`src/rtl/cmos_pkg.sv`:
```
// Shared types, constants and SCCB line-level helpers for the camera init master.
package cmos_pkg;

    typedef enum logic [3:0] {
        PWR_OFF,
        PWR_RST,
        PWR_WAIT,
        FETCH,
        DELAY,
        START,
        BITS,
        STOP,
        GAP,
        DONE
    } state_e;

    localparam logic [15:0]  SCCB_TERM      = 16'hFFFF;
    localparam logic [7:0]   SCCB_DELAY_REG = 8'hF0;
    localparam int unsigned  SCCB_BITS      = 27;
    localparam int unsigned  SCCB_QUARTERS  = 120;
    localparam int unsigned  SLOT_W         = 5;

    // One sample of the three SCCB pad controls.
    typedef struct packed {
        logic c;
        logic d;
        logic oe;
    } sccb_bus_t;

    localparam sccb_bus_t BUS_IDLE = '{c: 1'b1, d: 1'b1, oe: 1'b1};

    // Ninth slot of each byte is the don't-care/ACK slot where the pad is released.
    function automatic logic is_ack_slot(input logic [SLOT_W-1:0] slot);
        return (slot == SLOT_W'(8)) || (slot == SLOT_W'(17)) || (slot == SLOT_W'(26));
    endfunction

    // 27 slots MSB first: address, X, register, X, value, X (X slots carry 1).
    function automatic logic [SCCB_BITS-1:0] sccb_frame(input logic [7:0] dev, input logic [15:0] entry);
        return {dev, 1'b1, entry[15:8], 1'b1, entry[7:0], 1'b1};
    endfunction

    // Pad levels for a given phase, quarter and bit slot.
    function automatic sccb_bus_t sccb_levels(
        input state_e                st,
        input logic [1:0]            q,
        input logic [SLOT_W-1:0]     slot,
        input logic [SCCB_BITS-1:0]  frame
    );
        sccb_bus_t              b;
        logic [SCCB_BITS-1:0]   sh;
        b  = BUS_IDLE;
        sh = frame << slot;
        case (st)
            START: b.d = ~q[1];
            BITS: begin
                b.c  = q[1];
                b.d  = sh[SCCB_BITS-1];
                b.oe = ~is_ack_slot(slot);
            end
            STOP: begin
                b.c = (q != 2'd0);
                b.d = q[1];
            end
            default: b = BUS_IDLE;
        endcase
        return b;
    endfunction

endpackage

```
`src/rtl/cmos_sccb_init_if.sv`:
```
// Camera-side pins: power control plus the SCCB clock/data pad controls.
interface cmos_sccb_if;
    logic cmos_pwdn;
    logic cmos_reset_n;
    logic sio_c;
    logic sio_d_out;
    logic sio_d_oe;

    modport master (
        output cmos_pwdn,
        output cmos_reset_n,
        output sio_c,
        output sio_d_out,
        output sio_d_oe
    );

    modport slave (
        input cmos_pwdn,
        input cmos_reset_n,
        input sio_c,
        input sio_d_out,
        input sio_d_oe
    );
endinterface

```
`src/rtl/cmos_sccb_init.sv`:
```
// Camera power-up sequencer and SCCB write master walking an external register table.
module cmos_sccb_init
    import cmos_pkg::*;
#(
    parameter int unsigned TICK_DIV  = 125,
    parameter int unsigned MS_CYCLES = 50000,
    parameter logic [7:0]  DEV_ADDR  = 8'h42,
    parameter int unsigned ROM_AW    = 8
) (
    input  logic               clk,
    input  logic               reset,
    input  logic               start,
    cmos_sccb_if.master        cam,
    output logic               busy,
    output logic               done,
    output logic [ROM_AW-1:0]  rom_index,
    input  logic [15:0]        rom_data
);

    localparam int unsigned TICK_W = (TICK_DIV > 1) ? $clog2(TICK_DIV) : 1;
    localparam int unsigned CNT_W  = 32;

    state_e                 state_q, state_d;
    logic [CNT_W-1:0]       cnt_q, cnt_d;
    logic [TICK_W-1:0]      tick_q, tick_d;
    logic [1:0]             quarter_q, quarter_d;
    logic [SLOT_W-1:0]      slot_q, slot_d;
    logic [SCCB_BITS-1:0]   frame_q, frame_d;
    logic [ROM_AW-1:0]      rom_index_q, rom_index_d;
    sccb_bus_t              bus_q, bus_d;
    logic                   pwdn_q, pwdn_d;
    logic                   rst_n_q, rst_n_d;
    logic                   busy_q, busy_d;
    logic                   done_q, done_d;

    logic                   bus_state;
    logic                   q_tick;
    logic                   last_q;
    logic                   entry_end;

    // State register and all registered outputs.
    always_ff @(posedge clk) begin
        if (reset) begin
            state_q     <= PWR_OFF;
            cnt_q       <= '0;
            tick_q      <= '0;
            quarter_q   <= '0;
            slot_q      <= '0;
            frame_q     <= '0;
            rom_index_q <= '0;
            bus_q       <= BUS_IDLE;
            pwdn_q      <= 1'b1;
            rst_n_q     <= 1'b0;
            busy_q      <= 1'b0;
            done_q      <= 1'b0;
        end else begin
            state_q     <= state_d;
            cnt_q       <= cnt_d;
            tick_q      <= tick_d;
            quarter_q   <= quarter_d;
            slot_q      <= slot_d;
            frame_q     <= frame_d;
            rom_index_q <= rom_index_d;
            bus_q       <= bus_d;
            pwdn_q      <= pwdn_d;
            rst_n_q     <= rst_n_d;
            busy_q      <= busy_d;
            done_q      <= done_d;
        end
    end

    // Next state, timebase and output levels; outputs decode the next state so they align with it.
    always_comb begin
        state_d     = state_q;
        cnt_d       = cnt_q;
        tick_d      = '0;
        quarter_d   = quarter_q;
        slot_d      = slot_q;
        frame_d     = frame_q;
        rom_index_d = rom_index_q;
        entry_end   = 1'b0;

        bus_state = (state_q == START) || (state_q == BITS) ||
                    (state_q == STOP)  || (state_q == GAP);
        q_tick    = bus_state && (tick_q == TICK_W'(TICK_DIV - 1));
        last_q    = q_tick && (quarter_q == 2'd3);

        if (bus_state && !q_tick) begin
            tick_d = tick_q + TICK_W'(1);
        end
        if (q_tick) begin
            quarter_d = quarter_q + 2'd1;
        end

        case (state_q)
            PWR_OFF: begin
                if (cnt_q == CNT_W'(MS_CYCLES - 1)) begin
                    cnt_d   = '0;
                    state_d = PWR_RST;
                end else begin
                    cnt_d = cnt_q + CNT_W'(1);
                end
            end
            PWR_RST: begin
                if (cnt_q == CNT_W'(MS_CYCLES - 1)) begin
                    cnt_d   = '0;
                    state_d = PWR_WAIT;
                end else begin
                    cnt_d = cnt_q + CNT_W'(1);
                end
            end
            PWR_WAIT: begin
                if (cnt_q == CNT_W'(MS_CYCLES - 1)) begin
                    cnt_d   = '0;
                    state_d = FETCH;
                end else begin
                    cnt_d = cnt_q + CNT_W'(1);
                end
            end
            FETCH: begin
                if (rom_data == SCCB_TERM) begin
                    state_d = DONE;
                end else if (rom_data[15:8] == SCCB_DELAY_REG) begin
                    // A zero delay skips the DELAY state entirely.
                    if (rom_data[7:0] == 8'd0) begin
                        entry_end = 1'b1;
                    end else begin
                        cnt_d   = CNT_W'(rom_data[7:0]) * CNT_W'(MS_CYCLES);
                        state_d = DELAY;
                    end
                end else begin
                    frame_d = sccb_frame(DEV_ADDR, rom_data);
                    slot_d  = '0;
                    state_d = START;
                end
            end
            DELAY: begin
                // Exactly val*MS_CYCLES cycles are spent here.
                if (cnt_q <= CNT_W'(1)) begin
                    cnt_d     = '0;
                    entry_end = 1'b1;
                end else begin
                    cnt_d = cnt_q - CNT_W'(1);
                end
            end
            START: begin
                if (last_q) begin
                    state_d = BITS;
                end
            end
            BITS: begin
                if (last_q) begin
                    if (slot_q == SLOT_W'(SCCB_BITS - 1)) begin
                        state_d = STOP;
                    end else begin
                        slot_d = slot_q + SLOT_W'(1);
                    end
                end
            end
            STOP: begin
                if (last_q) begin
                    state_d = GAP;
                end
            end
            GAP: begin
                if (last_q) begin
                    entry_end = 1'b1;
                end
            end
            DONE: begin
                if (start) begin
                    rom_index_d = '0;
                    state_d     = FETCH;
                end
            end
            default: state_d = PWR_OFF;
        endcase

        // The last table index acts as a terminator rather than wrapping to 0.
        if (entry_end) begin
            if (rom_index_q == {ROM_AW{1'b1}}) begin
                state_d = DONE;
            end else begin
                rom_index_d = rom_index_q + ROM_AW'(1);
                state_d     = FETCH;
            end
        end

        pwdn_d  = (state_d == PWR_OFF);
        rst_n_d = (state_d != PWR_OFF) && (state_d != PWR_RST);
        busy_d  = (state_d != DONE);
        done_d  = (state_d == DONE);
        bus_d   = sccb_levels(state_d, quarter_d, slot_d, frame_d);
    end

    assign cam.cmos_pwdn    = pwdn_q;
    assign cam.cmos_reset_n = rst_n_q;
    assign cam.sio_c        = bus_q.c;
    assign cam.sio_d_out    = bus_q.d;
    assign cam.sio_d_oe     = bus_q.oe;
    assign busy             = busy_q;
    assign done             = done_q;
    assign rom_index        = rom_index_q;

endmodule

```
`src/flat_wrapper.sv`:
```
// flat-port wrapper written by rule: the top's interface ports become plain ports
module cmos_sccb_init_flat import cmos_pkg::*;
#(
    parameter int unsigned TICK_DIV  = 125,
    parameter int unsigned MS_CYCLES = 50000,
    parameter logic [7:0]  DEV_ADDR  = 8'h42,
    parameter int unsigned ROM_AW    = 8
)
  (clk, reset, start, busy, done, rom_index, rom_data, cam_cmos_pwdn, cam_cmos_reset_n, cam_sio_c, cam_sio_d_out, cam_sio_d_oe);
  cmos_sccb_if cam_i ();
  input  logic clk;
  input  logic reset;
  input  logic start;
  output logic busy;
  output logic done;
  output logic [ROM_AW-1:0] rom_index;
  input  logic [15:0] rom_data;
  output wire logic [$bits(cam_i.cmos_pwdn)-1:0] cam_cmos_pwdn;
  output wire logic [$bits(cam_i.cmos_reset_n)-1:0] cam_cmos_reset_n;
  output wire logic [$bits(cam_i.sio_c)-1:0] cam_sio_c;
  output wire logic [$bits(cam_i.sio_d_out)-1:0] cam_sio_d_out;
  output wire logic [$bits(cam_i.sio_d_oe)-1:0] cam_sio_d_oe;
  assign cam_cmos_pwdn = cam_i.cmos_pwdn;
  assign cam_cmos_reset_n = cam_i.cmos_reset_n;
  assign cam_sio_c = cam_i.sio_c;
  assign cam_sio_d_out = cam_i.sio_d_out;
  assign cam_sio_d_oe = cam_i.sio_d_oe;
  cmos_sccb_init #(.TICK_DIV(TICK_DIV), .MS_CYCLES(MS_CYCLES), .DEV_ADDR(DEV_ADDR), .ROM_AW(ROM_AW)) u_core (.clk(clk), .reset(reset), .start(start), .cam(cam_i), .busy(busy), .done(done), .rom_index(rom_index), .rom_data(rom_data));
endmodule
```
`config.mk`:
```
export PLATFORM = sky130hd
export DESIGN_NAME = cmos_sccb_init_flat
export DESIGN_NICKNAME = d
export VERILOG_FILES = /design/src/rtl/cmos_pkg.sv /design/src/rtl/cmos_sccb_init_if.sv /design/src/rtl/cmos_sccb_init.sv /design/src/flat_wrapper.sv
export SDC_FILE = /design/constraint.sdc
export NUM_CORES = 1
export LEC_CHECK = 0
export BUFFER_PORTS_ARGS = -buffer_cell sky130_fd_sc_hd__buf_2
export CORE_MARGIN = 4
export CORE_UTILIZATION = 40
export DETAILED_ROUTE_END_ITERATION = 8
export GPL_TIMING_DRIVEN = 0
export PLACE_DENSITY = 0.64
export SETUP_SLACK_MARGIN = 0.05
export SLEW_MARGIN = 20
export SYNTH_ARGS = -nofsm -noshare
export SYNTH_HDL_FRONTEND = slang
export SYNTH_SLANG_ARGS = --single-unit
```
`constraint.sdc`:
```
create_clock -name clk -period 3.9 [get_ports clk]
set_input_delay 0.585 -clock clk [delete_from_list [all_inputs] [get_ports clk]]
set_output_delay 0.585 -clock clk [all_outputs]
set_load 0.05 [all_outputs]
```
# Word-level counts from Yosys, hierarchy flattened

Cells that the tools add are included.

Flip-flop bits (word level): 92
Output and inout port bits: 15
Word-level logic and storage cells: 117

Add/subtract/negate cells: 6
$mul: 1
Magnitude comparators: 1
Equal/unequal tests: 28
Shifts and indexed selects: 1
Muxes and demuxes: 41
Bitwise operators: 4
Reduce and logical (&&, ||, !) cells: 21

Operators by type and width:

| kind                                                 | number |
|---|---|
| 2-to-1 mux 32 bit                                    | 5 |
| case mux 32 bit (3 select lines)                     | 1 |
| 2-to-1 mux 27 bit                                    | 3 |
| 2-to-1 mux 4 bit                                     | 13 |
| case mux 4 bit (9 select lines)                      | 1 |
| adder 32 x 1 -> 32 bit, second input constant        | 1 |
| == test 32 x 16 -> 1 bit, second input constant      | 1 |
| <= comparator 32 x 1 -> 1 bit, second input constant | 1 |
| 2-to-1 mux 8 bit                                     | 4 |
| subtractor 32 x 1 -> 32 bit, second input constant   | 1 |
| == test 4 x 3 -> 1 bit, second input constant        | 7 |
| left shift 27 x 5 -> 27 bit                          | 1 |
| multiplier 8 x 12 -> 20 bit, second input constant   | 1 |
| 2-to-1 mux 5 bit                                     | 4 |
| == test 16 bit, second input constant                | 1 |
| == test 8 bit, second input constant                 | 2 |
| == test 5 bit, second input constant                 | 3 |
| == test 4 bit, second input constant                 | 3 |
| case mux 5 bit (2 select lines)                      | 1 |
| adder 8 x 1 -> 8 bit, second input constant          | 1 |
| == test 4 x 2 -> 1 bit, second input constant        | 2 |
| logical NOT 4 bit                                    | 2 |
| logical NOT 8 bit                                    | 1 |
| adder 7 x 1 -> 7 bit, second input constant          | 1 |
| other kinds (24)                                     | 42 |

# Longest topological paths before layout

Word-level depth: 12
Depth in mapped cells: 17

# Worst setup path before layout

Ideal clock, no wire load.

Kind: input-to-reg
From: input rom_data[2]
To: register u_core.cnt_q[21]
Setup time: 137 ps
Data arrival time: 4037 ps
Path slack: -274 ps
Cell stages on the path: 16
Cells stage by stage: ha_1 ha_1 inv_1 fa_1 inv_1 fa_1 ha_1 o21ai_0 o21bai_1 a311oi_1 o21ai_0 a41oi_1 nor2b_1 xnor2_1 a221oi_1 a211oi_1

Longest elaborated chain between the ends: 5
Elaborated cells between the ends (all ways): 10
Classes of those cells: mul (1); eq/ne (3); mux (4); reduce/logical (2)

RTL lines:

| element                          | line                  | RTL |
|---|---|---|
| start: declaration               | flat_wrapper.sv:17    | `input logic [15:0] rom_data;` |
| multiplier 8 x 12 -> 20 bit      | cmos_sccb_init.sv:128 | `cnt_d = CNT_W'(rom_data[7:0]) * CNT_W'(MS_CYCLES);` |
| 2-to-1 mux 32 bit                | cmos_sccb_init.sv:125 | `if (rom_data[7:0] == 8'd0) begin` |
| 2-to-1 mux 32 bit                | cmos_sccb_init.sv:123 | `end else if (rom_data[15:8] == SCCB_DELAY_REG) begin` |
| 2-to-1 mux 32 bit                | cmos_sccb_init.sv:121 | `if (rom_data == SCCB_TERM) begin` |
| case mux 32 bit (3 select lines) | cmos_sccb_init.sv:95  | `case (state_q)` |
| end signal: assignment           | cmos_sccb_init.sv:58  | `cnt_q <= cnt_d;` |
| end: declaration                 | cmos_sccb_init.sv:24  | `logic [CNT_W-1:0] cnt_q, cnt_d;` |

Several ways; a longest one is shown, not always the timed one. The select of a mux whose other input is x is not followed.
A chain may end at the register's enable or synchronous reset.

# Worst setup path in the final report

From: input rom_data[3]
To: register u_core.cnt_q[21]

Same word-level chain as after synthesis.

==> results.md <==
* DP HPWL at 15390 um
* Worst Skew at 14.61 ps
* Leak at 0.003290 uW
* DR pass1 iterations at 5
* Ys Warns at 0
* Die X at about 140 um
* Total power draw at 2698 uW
* CTS Hold Bufs at 0
* Cell variety after synth at 72
* FF-to-FF End: u_core.cam.sio_d_out$_SDFF_PP1_
* DIE AREA at around 20000 um^2
* Commonest non-fill, non-tap cells in the layout: nor2_1, dfxtp_1, nand2_1
* Relative slew slack at 45.15%
* Hold WC Path Type: flip-flop to flip-flop
* Final hold vios at 0
* #FFs+latches synth at around 90
* Max_cap viols at 0
* Vias/cell at 5.792
* Tightest Pin Transition at a little over 800 ps
* Pre-CTS WS at -511.3 ps
* Number of enable flip-flop cells after synthesis at 0
* Synthesized area at 7223 um^2
* Crit share post-route at 97.06%
* Kind of critical path: primary input to flip-flop
* Wire length per cell at 17.12 um
* Setup_tns at 0 ps
* Synth top area share at 25.50%
* Initial antenna violation count at 0
* Final hold slack at 459.5 ps
* Standard-cell rows at 48
* Fmax at 264.2 MHz
* Core box area at 17480 um^2
* Number of routed nets with antenna violations at 0
* Htree depth at 3
* CTS root buf: clkbuf_16
* Flop2flop setup slack at 270 ps
* Status: completed
* Worst Setup EP: u_core.cnt_q[21]$_SDFFE_PP0P_
* Worst Path Arrival at 3990 ps
* Worst-case clock buffer depth at 2
* Violation count after the first detailed-route iteration at a little under 600
* Worst vdd ir at 215.8 uV
* Share of post-route cells with drive strength above 1 at 12.03%
* Worst setup EP type: flip-flop
* Largest net degree at the start of global routing at 19
* RSZ-0062 raised after global routing: true
* Power density over the cells at 325.7 nW/um^2
* Post-synth top flop: dfxtp_1
* Worst-case reg-to-reg path depth at 13
* Synth area leader: dfxtp_1
* WL final at around 21000 um
* Design area at 8283 um^2
* Max FO, Critical Path at 6
* Num ports at 34
* Hold Crit Start: u_core.frame_q[6]$_SDFF_PP0_
* CTS clk-pin slew, worst paths at 70 ps
* Syn_nets at about 1000
* Tmin final at 3785 ps
* DP Area at 7764 um^2
* Avg Cell Area, Syn at 7.701 um^2
* Overflow after GRT at 0
* R2R Path Start: u_core.slot_q[0]$_SDFF_PP0_
* Chip height at ~140 um
* Vias in the first global route at 6469
* Area Growth Syn to Fin at 14.67%
* DRC viols at 0
* Final setup violation count at 0
* CP Launch Point: rom_data[3]
* FFs w/ async S/R, synth at 0%
* # nets final at 1081
* First-pass GRT wire length at between 30000 and 40000 um
* CP startpoint kind: primary input
* CTS Sinks at 92
* Gr usage total at 20.45%
* # port buffers at 32
* Dominant cells by area after synthesis: dfxtp_1, ha_1, nor2_1, a21oi_1, nand2_1
* Post-route setup slack at 114.7 ps
* Syn Inst Count at 938
* Total CTS buffers at 9
* Antenna Cells at 0
* Worst path required time at 4110 ps
* TritonCTS clock tree: done
* Initial Util at 41.33%
* Post-synthesis sequential area ratio at 25.50%
* RD Place Congestion at 0.8777
* Clk_lat worst skew at 360 ps
* Final Max Slew Viols at 0
* Commonest non-fill, non-tap cell in the layout: nor2_1
* Vias after detailed routing at between 7000 and 8000
[cells by family after synthesis]
kind of cell	count (synthesis)	share of synthesized area, %
adders and majority gates	78	14.76
buffers and inverters	100	5.751
xor gates and xnor gates	29	3.776
DFF	92	25.50
and+or+nand+nor	387	26.85
AOI/OAI and AO/OA	237	21.24
muxes	15	2.131
[worst min-delay path by stage]
stage                                          endpoint  cells past startpoint
after floorplan           u_core.frame_q[24]$_SDFF_PP0_                      1
after global placement    u_core.frame_q[24]$_SDFF_PP0_                      1
after detailed placement  u_core.frame_q[24]$_SDFF_PP0_                      1
after CTS                  u_core.frame_q[2]$_SDFF_PP0_                      2
after global routing       u_core.frame_q[2]$_SDFF_PP0_                      2
final                      u_core.frame_q[6]$_SDFF_PP0_                      2
[through the flow]
stage          util (%)  cells
4_1_cts           46.45   1211
3_3_place_gp      44.42   1195
5_1_grt           47.39   1214
2_1_floorplan         -    938
3_5_place_dp      44.42   1195
6_report          47.39   1214
[cells in the mapped netlist, types with 11 or more instances]
cell / instances
a211oi_1: 15
a21oi_1: 75
a22oi_1: 18
a31oi_1: 12
and2_1: 15
and3_1: 14
buf_2: 11
clkbuf_1: 42
dfxtp_1: 92
fa_1: 12
ha_1: 66
inv_1: 38
mux2i_1: 12
nand2_1: 82
nand3_1: 28
nand4_1: 13
nor2_1: 114
nor3_1: 39
nor4_1: 13
o21ai_0: 35
o22ai_1: 15
or3_1: 12
xnor2_1: 13
xor2_1: 15
[area by class of cell]
| cell class | count | area, um^2 |
|---|---|---|
| Fill cell | 1747 | 9194 |
| Multi-Input combinational cell | 746 | 5221 |
| Sequential cell | 92 | 1842 |
| Tap cell | 225 | 281.5 |
| Buffer | 62 | 272.8 |
| Clock buffer | 9 | 225.2 |
| Timing Repair Buffer | 35 | 209.0 |
| Inverter | 38 | 142.6 |
| Clock inverter | 7 | 88.84 |
[flip-flops by register name (all words and copies together) (netlist names)]
register                 count
u_core.cam.sio_c             1
u_core.done                  1
u_core.quarter_q             2
u_core.cam.cmos_pwdn         1
u_core.busy                  1
u_core.cam.cmos_reset_n      1
u_core.rom_index             8
u_core.slot_q                5
u_core.tick_q                7
u_core.cam.sio_d_out         1
u_core.cnt_q                32
u_core.state_q               4
u_core.frame_q              27
u_core.cam.sio_d_oe          1
[critical path: stages]
cell	delay, ps
buf_4	150
ha_4	280
inv_1	50
fa_1	460
fa_1	490
inv_1	60
ha_4	160
ha_4	260
a211oi_2	200
nor2_2	70
a311oi_2	310
o21ai_2	120
a41oi_2	210
nor2b_4	190
xnor2_2	80
a221oi_2	210
a211oi_1	100
[where the power goes]
group	switching (uW)	leakage [uW]	total, uW	internal (uW)
combinational	429	0.00240	814	385
clock	422	0.000152	938	515
sequential	4.33	0.000742	946	942
[what timing repair did]
action,in CTS,in global routing
pin swaps,3,14
setup buffers,0,3
resized for setup,8,24
endpoints found under the setup margin,3,5
[routing by layer]
metal  part of all wire, %  routed length [um]  vias up  global-route usage [%]
met5                     0                   0        -                       0
li1                      -                   -     3510                       -
met3                   6.0                1254       27                   2.487
met1                    48               10050     3272                   30.19
met2                    44                9116      222                   31.06
met4                   1.8                 366        0                   6.453
(Power assumes the default switching activity.)
